### config.mk
export PLATFORM = sky130hd
export DESIGN_NAME = lane_scan_capture
export DESIGN_NICKNAME = d
export VERILOG_FILES = /design/src/rtl/lane_scan_capture.sv
export SDC_FILE = /design/constraint.sdc
export NUM_CORES = 1
export LEC_CHECK = 0
export CORE_MARGIN = 2
export CORE_UTILIZATION = 30
export CTS_BUF_LIST = sky130_fd_sc_hd__clkbuf_4 sky130_fd_sc_hd__clkbuf_8
export DETAILED_ROUTE_END_ITERATION = 8
export GPL_ROUTABILITY_DRIVEN = 0
export GPL_TIMING_DRIVEN = 0
export PLACE_DENSITY_LB_ADDON = 0.3
export SYNTH_ARGS = -nofsm -noshare
export SYNTH_HDL_FRONTEND = slang
export SYNTH_SLANG_ARGS = --single-unit
### constraint.sdc
create_clock -name clk -period 2.05 [get_ports clk]
set_input_delay 0.41 -clock clk [delete_from_list [all_inputs] [get_ports clk]]
set_output_delay 0.41 -clock clk [all_outputs]
set_load 0.005 [all_outputs]
### src/rtl/lane_scan_capture.sv
// lane_scan_capture: samples one upstream lane flag per cycle, starting at START_LANE and wrapping,
// then hands the assembled word downstream over valid/ready. LANE_SCAN_CAPTURE_PARITY_EN adds out_parity.
module lane_scan_capture #(
    parameter int unsigned NUM_LANES  = 4,
    parameter int unsigned START_LANE = 2,
    localparam int unsigned IDXW      = $clog2(NUM_LANES)
) (
    input  logic                 clk,
    input  logic                 rst,
    input  logic [NUM_LANES-1:0] lane_y,
    input  logic                 start,
    output logic                 busy,
    output logic                 out_valid,
    input  logic                 out_ready,
    output logic [NUM_LANES-1:0] out_word,
    output logic [IDXW-1:0]      out_first_lane,
    output logic [7:0]           drop_cnt
`ifdef LANE_SCAN_CAPTURE_PARITY_EN
    ,
    output logic                 out_parity
`endif
);

    typedef enum logic [1:0] {StIdle, StScan, StValid} state_e;

    localparam logic [IDXW-1:0] StartIdx = IDXW'(START_LANE);
    localparam logic [IDXW-1:0] LastIdx  = IDXW'(NUM_LANES - 1);

    if (START_LANE >= NUM_LANES || NUM_LANES < 2) begin : gen_param_check
        $error("lane_scan_capture: need NUM_LANES >= 2 and START_LANE < NUM_LANES");
    end

    state_e               state_q, state_d;
    logic [IDXW-1:0]      idx_q, idx_d;
    logic [IDXW-1:0]      cnt_q, cnt_d;
    logic [NUM_LANES-1:0] word_q, word_d;
    logic [7:0]           drop_q, drop_d;
    logic                 drop_req;

    always_ff @(posedge clk or posedge rst) begin
        if (rst) begin
            state_q <= StIdle;
            idx_q   <= StartIdx;
            cnt_q   <= '0;
            word_q  <= '0;
            drop_q  <= '0;
        end else begin
            state_q <= state_d;
            idx_q   <= idx_d;
            cnt_q   <= cnt_d;
            word_q  <= word_d;
            drop_q  <= drop_d;
        end
    end

    always_comb begin
        state_d  = state_q;
        idx_d    = idx_q;
        cnt_d    = cnt_q;
        word_d   = word_q;
        drop_req = 1'b0;
        unique case (state_q)
            StIdle: begin
                if (start) begin
                    state_d = StScan;
                    idx_d   = StartIdx;
                    cnt_d   = '0;
                    word_d  = '0;
                end
            end
            StScan: begin
                word_d[cnt_q] = lane_y[idx_q];
                // Explicit compare keeps the wrap correct for non-power-of-two lane counts.
                idx_d    = (idx_q == LastIdx) ? '0 : idx_q + IDXW'(1);
                cnt_d    = cnt_q + IDXW'(1);
                drop_req = start;
                if (cnt_q == LastIdx) begin
                    state_d = StValid;
                end
            end
            StValid: begin
                if (out_ready) begin
                    if (start) begin
                        state_d = StScan;
                        idx_d   = StartIdx;
                        cnt_d   = '0;
                        word_d  = '0;
                    end else begin
                        state_d = StIdle;
                    end
                end else begin
                    drop_req = start;
                end
            end
            default: state_d = StIdle;
        endcase
        drop_d = (drop_req && drop_q != 8'hff) ? drop_q + 8'd1 : drop_q;
    end

`ifdef LANE_SCAN_CAPTURE_PARITY_EN
    logic parity_q;

    always_ff @(posedge clk or posedge rst) begin
        if (rst) begin
            parity_q <= 1'b0;
        end else begin
            parity_q <= ^word_d;
        end
    end

    assign out_parity = parity_q;
`endif

    assign busy           = (state_q != StIdle);
    assign out_valid      = (state_q == StValid);
    assign out_word       = word_q;
    assign out_first_lane = StartIdx;
    assign drop_cnt       = drop_q;

endmodule

# Word-level counts from Yosys, hierarchy flattened
# Index checks and enable logic that the tools add are counted.
# word_totals
reg_bits	18
output_inout_bits	16
in_bits	8
elab_cells	48
# classes
add_sub_neg	3
n_reduce_logical	7
magnitude_cmp	3
n_eq_ne	8
n_mux	22
# ops
operator	count
$pmux W2 S3	3
$mux W2	8
$pmux W4 S3	1
$add A8 B1 Y8 const B	1
$mux W4	2
$ne A8 B8 Y1 const B	1
$eq A2 B2 Y1 const B	3
$lt A2 B3 Y1 const B	2
$add A2 B1 Y2 const B	2
$bwmux W4	1
$mux W1	4
$ne A2 B2 Y1 const B	2
$reduce_and A3 Y1	1
$reduce_bool A3 Y1	1
$bmux W1 S2	1
$demux W1 S2	1
$eq A2 B1 Y1 const B	1
$ge A2 B1 Y1 const B	1
$logic_and A1 B1 Y1	2
$logic_not A2 Y1	1
$ne A2 B1 Y1 const B	1
$pmux W1 S2	1
$reduce_and A2 Y1	1
$reduce_bool A2 Y1	1

# Longest topological paths before layout
# depth
word_depth	6
mapped_depth	7
mapped_depth_nobuf	6

# Worst setup path after synthesis
# No wires, ideal clock.
# synth_path
path_type	reg-to-reg
startpoint	reg state_q[0]
endpoint	reg drop_q[1], in the netlist drop_cnt[1]
synth_period_minus_slack_ps	1602
t_required_ps	1925
setup_time_ps	125
setup_slack_ps	448
path_buffers	0
arrival_ps	1477
stages_incl_launch_ff	7
path_cell_list	dfrtp_1 inv_1 ha_1 nand2b_1 a21oi_2 and2_4 mux2_4
# synth_via
elab_chain_len	3
elab_cells_between_ends	4
cone_classes	eq/ne (2); mux (1); reduce/logical (1)
# synth_lines
item	line_no	text
from (decl)	33	state_e state_q, state_d;
from (signal assigned)	42	state_q <= StIdle;
from (signal assigned)	48	state_q <= state_d;
$eq A2 B2 Y1 / $eq A2 B1 Y1 (equally long branches)	62	unique case (state_q)
$pmux W1 S2 *	62	
$logic_and A1 B1 Y1 *	97	drop_d = (drop_req && drop_q != 8'hff) ? drop_q + 8'd1 : drop_q;
to (signal assigned)	52	drop_q <= drop_d;
to (decl)	37	logic [7:0] drop_q, drop_d;
# Every way passes the cells marked *; elsewhere a longest branch is shown, timed or not.
# A chain may end at the register's enable or synchronous reset.

# Worst setup path in the final report
# layout_path
startpoint	reg state_q[0]
endpoint	out busy
# layout_via
elab_chain_len	1
# layout_lines
item	line_no	text
$reduce_bool A2 Y1	114	assign busy = (state_q != StIdle);
to (decl)	12	output logic busy,
# Every way passes these cells.

==> summary.txt <==
Worst setup path
  – Highest cell delay on the worst timing path: 0.50 ns
  – Worst Setup End Kind: primary output
  – Most used cell, CP: inv_1
  – Critical path arrival: 1.55 ns
  – WS Path Type: flip-flop to primary output
  – Delay-heaviest family, CP: buffers and inverters
  – Required time of the worst setup path: 1.64 ns
  – Worst Reg-to-Reg Cells: 6
  – Worst flop-to-flop path startpoint: state_q[0]$_DFFE_PP0P_
  – Setup crit start kind: flip-flop
  – R2r setup slk: 0.33 ns
  – Crit-path max FO: 3
  – Worst path cell trace: inv_1, ha_1, inv_1, clkdlybuf4s50_1
  – Slowest cell on the critical path: clkdlybuf4s50_1
  – R2R Path End: drop_cnt[1]$_DFFE_PP0P_
  – CP Buf/Inv Count: 3

STA
  – Post-route clock skew: 0.001868 ns
  – Tmin final: 1.955 ns
  – Slew Viols, Final: 0
  – RSZ-0062 raised after global routing: false
  – Setup TNS: 0 ns
  – Final Hold Vio Count: 0
  – Relative max-transition margin: 52.36%
  – Final period utilization: 95.38%
  – Endpoints failing setup: 0
  – Achievable frequency: 511.4 MHz
  – Worst-Margin Slew: 0.7138 ns

Global routing
  – Largest net degree at the start of global routing: 19
  – Remaining Overflow, GRT: 0
  – First-pass GRT wire length: 3512 microns
  – GRT Overall Usage: 10.97%
  – Vias in the first global route: 837
  – Initial antenna violation count: 0

Yosys
  – Syn avg cell area: 9.907 sq um
  – Post-synth top area cell: dfrtp_1
  – Register area share after synthesis: 41.45%
  – Synth top area share: 39.04%
  – Yosys cell types: 31
  – Cell area after synthesis: 1090 sq um
  – #FFs+latches synth: 18
  – Top post-synthesis cells by area: dfrtp_1 39%, ha_1 14%, o21ai_1 6.0%, nand2_1 3.8%, mux2_1 3.1%
  – Gate Count Post-Synth: 110
  – Yosys synthesis warning count: 0
  – Syn_nets: 130

Final layout
  – Nets@finish: 158
  – Share of layout cells above drive strength 1: 13.87%
  – Diodes inserted: 0
  – Fill cells: 353
  – Most frequent cells in the layout: 21 x clkdlybuf4s50_1, 16 x dfrtp_1, 13 x o21ai_1, 12 x ha_1, 11 x nand2_1
  – Most common cell after layout, fill and taps aside: clkdlybuf4s50_1
  – Area growth from synthesis to layout: 29.39%

Clock tree
  – Hold-fix buffers at CTS: 0
  – Bufs on Longest Clock Path: 2
  – CTS tree: done
  – Clock Latency Late Sink: 0.30 ns
  – Clk sinks: 18
  – Clk slew on worst S/H paths: 0.11 ns
  – TritonCTS buffer count: 3
  – Clk root buf: clkbuf_4
  – H-tree level count: 1

Power
  – Logic pwr share: 50.8%
  – Int Pwr: 1.013 mW
  – Sw power: 0.6582 mW
  – Leakage power: 0.6221 nW
  – Clk pwr share: 13.5%
  – Worst IR Drop VDD: 0.5384 mV
  – Flop pwr share: 35.7%
  – PwrDens: 1185 nW/um^2
  – Switching part of the total: 39.39%
  – Total power: 1.671 mW

Drt
  – Average wire per cell in the routed design: 11.32 microns
  – Wirelength, routed: 2071 microns
  – Residual DRC: 0
  – Final ANT Viol Nets: 0
  – First-pass DRT Iterations: 3
  – DRT iter0 DRCs: 27
  – Vias per cell: 4.634
  – Vias post-DR: 848

Placed design
  – PortBufs: 21
  – HPWL after DPL: 1559 microns

Worst hold path
  – Worst hold start: idx_q[1]$_DFFE_PP1P_
  – Hold EP: idx_q[1]$_DFFE_PP1P_
  – Cell count of the worst hold path: 2
  – Min-Delay Path Class: flip-flop to flip-flop

Floorplanning
  – Core area: 3416 sq um
  – Ports: 24
  – Die area: 4131 sq um
  – Die width: 64.27 microns
  – Initial Util: 31.90%
  – Chip Height: 64.27 microns
  – Row count: 21

Flow run
  – Max Cap Viol: 0

Status
  – Status: finished clean
## how the worst max path moves through the flow
stage	from	slack (ns)	cells after the start	endpoint
CTS	state_q[0]$_DFFE_PP0P_	0.02	4	busy
global route	state_q[0]$_DFFE_PP0P_	0.004	4	busy
detailed placement	out_ready	0.13	5	drop_cnt[1]$_DFFE_PP0P_
floorplan	state_q[0]$_DFFE_PP0P_	0.45	6	drop_cnt[1]$_DFFE_PP0P_
finish	state_q[0]$_DFFE_PP0P_	0.09	4	busy
global placement	out_ready	0.15	5	drop_cnt[1]$_DFFE_PP0P_
## metal layers
metal	vias up	routed length [microns]	GRT usage (%)	part of all wire, %
met5	-	0	0	0
met4	0	14	2.394	0.68
met3	2	93	4.577	4.5
met2	16	1022	18.75	49
met1	406	940	12.79	45
li1	424	-	-	-
## power by group through the flow
stage / Combinational [mW] / Sequential, mW / Clock [mW]
floorplan: 0.537 / 0.596 / 0
global placement: 0.804 / 0.609 / 0
detailed placement: 0.814 / 0.620 / 0
CTS: 0.832 / 0.608 / 0.235
global route: 0.961 / 0.614 / 0.257
finish: 0.849 / 0.596 / 0.225
## cell usage after synthesis
cell and number:
nand2b_1 2, o21ai_1 13, xor2_1 1, nor2_1 6, clkbuf_1 1, dfrtp_1 17, ha_1 12, nand3_1 3
inv_2 2, mux2_1 3, conb_1 2, a31oi_1 2, o21a_1 1, nor2b_1 4, and4_4 1, inv_1 7
and2_4 1, mux4_2 1, nand2_1 11, a21oi_2 2, a21oi_1 3, nand4_1 3, xnor2_1 2, a41oi_1 2
dfstp_2 1, nand4_4 1, o31ai_1 1, or2_1 1, mux2_4 1, o21ai_0 1, buf_4 2
## worst register-to-register path, delay by kind of cell (launching register included)
family | cells | cell delay (ns)
DFF | 1 | 0.42
and+or+nand+nor | 2 | 0.33
muxes | 1 | 0.29
AOI/OAI and AO/OA | 1 | 0.28
adders and majority gates | 1 | 0.17
buffers and inverters | 1 | 0.11
## metrics by stage
stage | worst slack (ns) | cell area [sq um] | instances | util, % | hold slack [ns]
after global routing | 0.003643 | 1410 | 183 | 41.28 | 0.5234
after detailed placement | 0.1312 | 1358 | 177 | 39.74 | 0.4718
after floorplan | 0.4477 | 1090 | 110 | - | 0.3478
after global placement | 0.1514 | 1358 | 177 | 39.74 | 0.4672
final | 0.09472 | 1410 | 183 | 41.28 | 0.4859
after CTS | 0.01688 | 1403 | 182 | 41.06 | 0.4885
## area by class of cell
type | instances | area (sq um) | share of cell area (%)
tap | 46 | 57.56 | 4.082
inverter | 9 | 33.78 | 2.396
multi-input combinational | 80 | 585.6 | 41.53
buffer | 3 | 18.77 | 1.331
clock buffer | 4 | 36.28 | 2.573
sequential | 18 | 452.9 | 32.12
timing repair buffer | 23 | 225.2 | 15.97
## repair_timing
action | 4_1_cts | 5_1_grt
setup buffers | 1 | 1
resized for setup | 1 | 0
setup endpoints to repair | 1 | 1
gates cloned | 0 | 0
## state kept, by name (all words and copies together), names as in the netlist
register	flops
drop_cnt	8
out_word	4
cnt_q	2
idx_q	2
state_q	2
## logic make-up (layout without fill, tap and decap cells)
kind of cell / after synthesis / after routing / share of synthesized area [%]
multiplexers: 5 / 5 / 6.543
other: 2 / 2 / 0.6891
XOR/XNOR: 3 / 3 / 2.411
AO/OA/AOI/OAI: 25 / 25 / 13.55
flip-flops: 18 / 18 / 41.45
adder cells (fa/ha/maj): 12 / 12 / 13.78
buffers and inverters: 12 / 39 / 4.822
AND/OR/NAND/NOR: 33 / 33 / 16.76
Note: power is estimated with default switching activity, not from simulation.
